### src/rtl/riscv_uart_loader_pkg.sv
// Shared encodings for the UART program loader: loader/receiver state enums
// and the store-path write type reused from the CPU data cache port.
package riscv_uart_loader_pkg;

  localparam int CACHE_D_WRITE_LEN = 3;
  localparam logic [CACHE_D_WRITE_LEN-1:0] CACHE_D_WRITE_SW = 3'd3;

  typedef enum logic [2:0] {
    LOADER_IDLE  = 3'd0,
    LOADER_LEN   = 3'd1,
    LOADER_DATA  = 3'd2,
    LOADER_WRITE = 3'd3,
    LOADER_DONE  = 3'd4,
    LOADER_ERR   = 3'd5
  } loader_state_t;

  typedef enum logic [1:0] {
    RX_IDLE  = 2'd0,
    RX_START = 2'd1,
    RX_DATA  = 2'd2,
    RX_STOP  = 2'd3
  } rx_state_t;

  // Byte address of a word slot; wraps at 32 bits like the CPU address adder.
  function automatic logic [31:0] word_addr(input logic [31:0] base, input logic [31:0] idx);
    return base + (idx << 2);
  endfunction

endpackage

### src/rtl/riscv_uart_loader_if.sv
// Write port into the io bridge, identical to the CPU store path.
interface riscv_uart_loader_if;
  import riscv_uart_loader_pkg::*;

  // Strobe-only handshake: the bridge accepts a write in any cycle where
  // cache_d_write_en is 1 (no ready); addr/data_to_cache are valid only then.
  logic                         cache_d_write_en;
  logic [CACHE_D_WRITE_LEN-1:0] cache_d_write;
  logic [31:0]                  addr;
  logic [31:0]                  data_to_cache;

  modport master (output cache_d_write_en, cache_d_write, addr, data_to_cache);
  modport slave  (input  cache_d_write_en, cache_d_write, addr, data_to_cache);

endinterface

### src/rtl/riscv_uart_rx_byte.sv
// 8N1 UART byte receiver: 2-flop synchronizer, mid-bit sampling, one-cycle
// byte_valid on a good stop bit and one-cycle frame_err on a bad one.
module riscv_uart_rx_byte
  import riscv_uart_loader_pkg::*;
#(
  parameter int CLKS_PER_BIT = 868
) (
  input  logic       clk,
  input  logic       rst,
  input  logic       uart_rx,
  output logic       byte_valid,
  output logic [7:0] rx_byte,
  output logic       frame_err,
  output rx_state_t  state
);

  localparam int CW = $clog2(CLKS_PER_BIT);
  localparam logic [CW-1:0] FULL_LAST = CW'(CLKS_PER_BIT - 1);
  localparam logic [CW-1:0] HALF_LAST = CW'(CLKS_PER_BIT / 2 - 1);

  logic [1:0]    sync;
  logic          rx_prev;
  logic [CW-1:0] cnt;
  logic [2:0]    bit_idx;
  logic [7:0]    shift;
  logic          rx_s;

  assign rx_s = sync[1];

  // Synchronizer resets high so reset release never looks like a start bit.
  always_ff @(posedge clk or negedge rst) begin
    if (!rst) begin
      sync       <= 2'b11;
      rx_prev    <= 1'b1;
      state      <= RX_IDLE;
      cnt        <= '0;
      bit_idx    <= '0;
      shift      <= '0;
      rx_byte    <= '0;
      byte_valid <= 1'b0;
      frame_err  <= 1'b0;
    end else begin
      sync       <= {sync[0], uart_rx};
      rx_prev    <= rx_s;
      byte_valid <= 1'b0;
      frame_err  <= 1'b0;
      case (state)
        RX_IDLE: begin
          cnt <= '0;
          if (rx_prev && !rx_s) state <= RX_START;
        end
        RX_START: begin
          if (cnt == HALF_LAST) begin
            cnt     <= '0;
            bit_idx <= '0;
            state   <= rx_s ? RX_IDLE : RX_DATA;
          end else begin
            cnt <= cnt + 1'b1;
          end
        end
        RX_DATA: begin
          if (cnt == FULL_LAST) begin
            cnt   <= '0;
            shift <= {rx_s, shift[7:1]};
            if (bit_idx == 3'd7) state <= RX_STOP;
            else                 bit_idx <= bit_idx + 1'b1;
          end else begin
            cnt <= cnt + 1'b1;
          end
        end
        RX_STOP: begin
          if (cnt == FULL_LAST) begin
            cnt   <= '0;
            state <= RX_IDLE;
            if (rx_s) begin
              byte_valid <= 1'b1;
              rx_byte    <= shift;
            end else begin
              frame_err <= 1'b1;
            end
          end else begin
            cnt <= cnt + 1'b1;
          end
        end
        default: state <= RX_IDLE;
      endcase
    end
  end

endmodule

### src/rtl/riscv_uart_loader.sv
// Streams a length-prefixed little-endian word image from the UART into data
// memory through the store write port, holding the CPU (busy) while loading.
module riscv_uart_loader
  import riscv_uart_loader_pkg::*;
#(
  parameter int          CLKS_PER_BIT = 868,
  parameter logic [31:0] BASE_ADDR    = 32'h0000_0000,
  parameter int          MAX_WORDS    = 16384
) (
  input  logic                 clk,
  input  logic                 rst,
  input  logic                 uart_rx,
  input  logic                 start,
  riscv_uart_loader_if.master  bus,
  output logic                 busy,
  output logic                 done,
  output logic                 err,
  output loader_state_t        loader_state,
  output rx_state_t            rx_state
);

  logic        byte_valid;
  logic [7:0]  rx_byte;
  logic        frame_err;
  logic [1:0]  byte_cnt;
  logic [31:0] asm_word;
  logic [31:0] next_word;
  logic [31:0] len_n;
  logic [31:0] word_idx;
  logic        wen;
  logic [31:0] addr_q;
  logic [31:0] data_q;

  riscv_uart_rx_byte #(.CLKS_PER_BIT(CLKS_PER_BIT)) u_rx (
    .clk        (clk),
    .rst        (rst),
    .uart_rx    (uart_rx),
    .byte_valid (byte_valid),
    .rx_byte    (rx_byte),
    .frame_err  (frame_err),
    .state      (rx_state)
  );

  // Bytes arrive LSB first, so each new byte enters at the top.
  assign next_word = {rx_byte, asm_word[31:8]};

  assign bus.cache_d_write_en = wen;
  assign bus.cache_d_write    = CACHE_D_WRITE_SW;
  assign bus.addr             = addr_q;
  assign bus.data_to_cache    = data_q;

  always_ff @(posedge clk or negedge rst) begin
    if (!rst) begin
      loader_state <= LOADER_IDLE;
      byte_cnt     <= '0;
      asm_word     <= '0;
      len_n        <= '0;
      word_idx     <= '0;
      wen          <= 1'b0;
      addr_q       <= '0;
      data_q       <= '0;
      busy         <= 1'b0;
      done         <= 1'b0;
      err          <= 1'b0;
    end else begin
      wen <= 1'b0;
      case (loader_state)
        LOADER_IDLE, LOADER_DONE, LOADER_ERR: begin
          if (start) begin
            loader_state <= LOADER_LEN;
            byte_cnt     <= '0;
            word_idx     <= '0;
            asm_word     <= '0;
            len_n        <= '0;
            busy         <= 1'b1;
            done         <= 1'b0;
            err          <= 1'b0;
          end
        end
        LOADER_LEN: begin
          if (frame_err) begin
            loader_state <= LOADER_ERR;
            busy         <= 1'b0;
            err          <= 1'b1;
          end else if (byte_valid) begin
            asm_word <= next_word;
            byte_cnt <= byte_cnt + 1'b1;
            if (byte_cnt == 2'd3) begin
              len_n <= next_word;
              if (next_word == 32'd0) begin
                loader_state <= LOADER_DONE;
                busy         <= 1'b0;
                done         <= 1'b1;
              end else if (next_word > 32'(MAX_WORDS)) begin
                loader_state <= LOADER_ERR;
                busy         <= 1'b0;
                err          <= 1'b1;
              end else begin
                loader_state <= LOADER_DATA;
              end
            end
          end
        end
        LOADER_DATA: begin
          if (frame_err) begin
            loader_state <= LOADER_ERR;
            busy         <= 1'b0;
            err          <= 1'b1;
          end else if (byte_valid) begin
            asm_word <= next_word;
            byte_cnt <= byte_cnt + 1'b1;
            // Bus registers load here so the strobe is live during WRITE.
            if (byte_cnt == 2'd3) begin
              loader_state <= LOADER_WRITE;
              wen          <= 1'b1;
              addr_q       <= word_addr(BASE_ADDR, word_idx);
              data_q       <= next_word;
            end
          end
        end
        LOADER_WRITE: begin
          word_idx <= word_idx + 1'b1;
          if (word_idx + 32'd1 == len_n) begin
            loader_state <= LOADER_DONE;
            busy         <= 1'b0;
            done         <= 1'b1;
          end else begin
            loader_state <= LOADER_DATA;
          end
        end
        default: begin
          loader_state <= LOADER_IDLE;
          busy         <= 1'b0;
        end
      endcase
    end
  end

endmodule
### src/flat_wrapper.sv
// flat-port wrapper written by rule: the top's interface ports become plain ports
module riscv_uart_loader_flat import riscv_uart_loader_pkg::*;
#(
  parameter int          CLKS_PER_BIT = 868,
  parameter logic [31:0] BASE_ADDR    = 32'h0000_0000,
  parameter int          MAX_WORDS    = 16384
)
  (clk, rst, uart_rx, start, busy, done, err, loader_state, rx_state, bus_cache_d_write_en, bus_cache_d_write, bus_addr, bus_data_to_cache);
  riscv_uart_loader_if bus_i ();
  input  logic clk;
  input  logic rst;
  input  logic uart_rx;
  input  logic start;
  output logic busy;
  output logic done;
  output logic err;
  output loader_state_t loader_state;
  output rx_state_t rx_state;
  output wire logic [$bits(bus_i.cache_d_write_en)-1:0] bus_cache_d_write_en;
  output wire logic [$bits(bus_i.cache_d_write)-1:0] bus_cache_d_write;
  output wire logic [$bits(bus_i.addr)-1:0] bus_addr;
  output wire logic [$bits(bus_i.data_to_cache)-1:0] bus_data_to_cache;
  assign bus_cache_d_write_en = bus_i.cache_d_write_en;
  assign bus_cache_d_write = bus_i.cache_d_write;
  assign bus_addr = bus_i.addr;
  assign bus_data_to_cache = bus_i.data_to_cache;
  riscv_uart_loader #(.CLKS_PER_BIT(CLKS_PER_BIT), .BASE_ADDR(BASE_ADDR), .MAX_WORDS(MAX_WORDS)) u_core (.clk(clk), .rst(rst), .uart_rx(uart_rx), .start(start), .bus(bus_i), .busy(busy), .done(done), .err(err), .loader_state(loader_state), .rx_state(rx_state));
endmodule
### config.mk
export PLATFORM = sky130hd
export DESIGN_NAME = riscv_uart_loader_flat
export DESIGN_NICKNAME = d
export VERILOG_FILES = /design/src/rtl/riscv_uart_loader_pkg.sv /design/src/rtl/riscv_uart_loader_if.sv /design/src/rtl/riscv_uart_rx_byte.sv /design/src/rtl/riscv_uart_loader.sv /design/src/flat_wrapper.sv
export SDC_FILE = /design/constraint.sdc
export NUM_CORES = 1
export LEC_CHECK = 0
export BUFFER_PORTS_ARGS = -buffer_cell sky130_fd_sc_hd__buf_2
export CAP_MARGIN = 20
export CORE_ASPECT_RATIO = 1.5
export CORE_MARGIN = 2
export CORE_UTILIZATION = 50
export DETAILED_ROUTE_END_ITERATION = 10
export PLACE_DENSITY = 0.69
export SYNTH_ARGS = -nofsm -noshare
export SYNTH_HDL_FRONTEND = slang
export SYNTH_HIERARCHICAL = 1
export SYNTH_SLANG_ARGS = --single-unit
### constraint.sdc
create_clock -name clk -period 3.3 [get_ports clk]
set_input_delay 0.33 -clock clk [delete_from_list [all_inputs] [get_ports clk]]
set_output_delay 0.33 -clock clk [all_outputs]
set_load 0.1 [all_outputs]
==> reports/metrics.cfg <==
[outcome]
status=finished clean

[place]
hpwlAfterDp_um=16500
place_congestion=0.973
portBuffers=74

[routing]
first_iter_violations=455
postRouteAntennaNets=0
drc=0
vias=7408
routed_via_density=5.72
routed_wl_um=22800
dr.pass1.iters=5
wl_per_cell_um=17.6

[setup_path]
startpoint=u_core/word_idx[0]
cp.arrival_ns=3.18
critPathTopFamily=simple AND/OR/NAND/NOR gates
path_cells=ha_1 > nand3_1 > nor3_2 > and2_1 > a22oi_1 > nor4_1 > nand4_1 > o22ai_1
crit_slowest_cell=nor3_2
cp_max_fo=9
path_class=flip-flop to flip-flop
crit_buf_inv=0
max_stage_delay_ns=0.58
rr_startpoint=u_core/word_idx[0]
critPathRequiredTime_ns=3.66
endpoint_kind=flip-flop
crit_path_start_kind=flip-flop

[sta]
final.setup.tns_ns=0
finalSetupViolCount=0
holdWs_ns=0.181
slew_violations=0
clock_skew_ns=0.0114
period_needed_ns=2.82
finalHoldViolCount=0
max_freq_mhz=354
worstMarginPinSlew_ns=0.770
rsz0062_at_grt=no
relSlewSlack_pct=48.3
post-route-period-util_pct=85.5

[synth]
synth_most_common_cell=dfrtp_1
synth_top_family_by_area=simple AND/OR/NAND/NOR gates
syn_inst=977
async_flop_share_pct=100
ys_top_cells_by_area=dfrtp_1 (50%), mux2_2 (9.0%), nand2_1 (6.3%)
yosysWarnings=6
synth_adder_area_share_pct=0.777
synth_common_cells=dfrtp_1 (192), nand2_1 (161), o21ai_0 (78)
yosysTopAreaCell=dfrtp_1
synth-compound-area-share_pct=10.4
synth_seq_cells=195
synth_flop_cell=dfrtp_1
synth_simple_gate_area_share_pct=20.4
yosys.area_share.xor_xnor_pct=4.76
synth.avg_cell_area_um2=9.89
synth_mux_area_share_pct=9.59
synth-edff-count=0
synth_cell_types=68
ys_seq_area_share_pct=50.5
netlist.area_leader.share_pct=49.7
synth_area_mm2=0.00966

[clock_network]
tritoncts=built
clk_path_buf_depth=2
root_buffer=clkbuf_16
htree_levels=4
cts_buffers=17
clock-sinks=195
cts_setup_buffers=0
cts-resized-gates=0
path_clk_slew_ns=0.07
insertion_delay_ns=0.45

[global_route]
grt_util_all_layers_pct=23.0
overflow=0
grt_pass1_wl_um=37500
first_global_vias=7314
grt_max_degree=89
antenna_found_initial=0

[finish]
drive_gt1_share_pct=21.7
finalNetCount=1037
synthToLayoutAreaGrowth_pct=12.6
diodes=0
fillers=1699

[floorplan]
rows=62
dieHeight_um=174
start_util_pct=50.6
die_area_mm2=0.0205
num_io_pins=80
core_mm2=0.0191
die_x_um=118

[worst_hold_path]
min_path_type=input port to flip-flop
worstHoldStart=start

[pwr]
power_density_mw_per_mm2=436
ir_drop_uv=321
p_leak_nw=5.28

[run]
max_cap_violations=0

flip-flops by register name, indices dropped and copies added, names as in the netlist, named ones only:
register,flops
u_core/bus.data_to_cache,32
u_core/len_n,32
u_core/word_idx,32
u_core/bus.addr,30
u_core/asm_word,24
u_core/u_rx/cnt,10
u_core/u_rx/rx_byte,8
u_core/u_rx/shift,8
u_core/loader_state,3
u_core/u_rx/bit_idx,3
u_core/byte_cnt,2
u_core/u_rx/sync,2
u_core/bus.cache_d_write_en,1
u_core/busy,1
u_core/done,1
u_core/err,1
u_core/u_rx/byte_valid,1
u_core/u_rx/frame_err,1
u_core/u_rx/rx_prev,1
u_core/u_rx/state,1
report_power, final:
group,internal (W),switching [W]
registers,0.00244,0.0000675
logic,0.0000540,0.000145
clock network,0.00108,0.000962
path summary, 6_finish.rpt:
check,slack [ns],depth (start not counted),end
max in group asynchronous,1.95,3,u_core/bus.data_to_cache[0]
min,0.18,3,u_core/loader_state[0]
max reg2reg,0.48,8,u_core/done
min reg2reg,0.36,0,u_core/u_rx/sync[1]
min in group asynchronous,0.45,2,u_core/bus.cache_d_write_en
max,0.48,8,u_core/done
cells in the final DEF (no fill, tap or decap), types with 4 or more instances in the layout:
master        n
nor2_1       47
xnor2_1      36
ha_1          6
clkinvlp_4    4
o21ai_0      78
inv_6         5
a21o_1        4
nand2b_1     10
nand3_1      55
and4_1        9
nand4_1      23
nand2_1     161
a31oi_1      11
xor2_1       14
buf_4        20
inv_1         9
and2_1        4
nor2b_1       4
o31ai_1      13
or3_1         4
clkbuf_16    17
buf_2        73
nor3_1       16
nor3b_1       4
nor4_1       20
conb_1        5
a21oi_1      25
and3_1       12
dfrtp_1     192
mux2_2       77
a22o_1        4
mux2i_1       6
metal layers:
layer | part of all wire, % | track usage (%)
met1 | 42 | 27.6
met2 | 51 | 39.8
met3 | 3.3 | 3.74
met4 | 3.9 | 11.9
met5 | 0 | 0
tightest hold or removal path, delay by kind of cell:
| kind | cells | cell delay (ns) |
|---|---|---|
| buf+inv | 1 | 0.12 |
| compound gates | 2 | 0.14 |
cell families (layout without fill, tap and decap cells):
logic type	after synthesis	count (layout)
other	2	5
and+or+nand+nor	395	395
DFF	195	195
buffers and inverters	78	138
AOI/OAI and AO/OA	167	167
muxes	83	83
xor gates and xnor gates	51	51
adders and majority gates	6	6
cell type report:
cell class / instances / area, µm² / share of cell area, %
multi-input combinational: 707 / 4490 / 41.3
inverter: 9 / 33.8 / 0.310
clock inverter: 14 / 145 / 1.33
timing repair buffer: 97 / 569 / 5.23
tap: 256 / 320 / 2.94
clock buffer: 18 / 439 / 4.03
sequential: 195 / 4880 / 44.9
metrics by stage:
stage / total power, W / area [µm²] / util, % / cells / setup WS [ns]
after floorplan: 0.00266 / 9670 / - / 980 / 0.684
after global placement: 0.00275 / 10300 / 53.9 / 1262 / 0.624
after detailed placement: 0.00275 / 10300 / 53.9 / 1262 / 0.547
after CTS: 0.00480 / 10900 / 57.0 / 1296 / 0.504
after global routing: 0.00493 / 10900 / 57.0 / 1296 / 0.319
final: 0.00475 / 10900 / 57.0 / 1296 / 0.478
what timing repair did:
item / 4_1_cts / 5_1_grt
endpoints found under the setup margin: 0 / 0
hold buffers: 2 / 0
endpoints found under the hold margin: 71 / 0
Note: power is estimated with default switching activity, not from simulation.
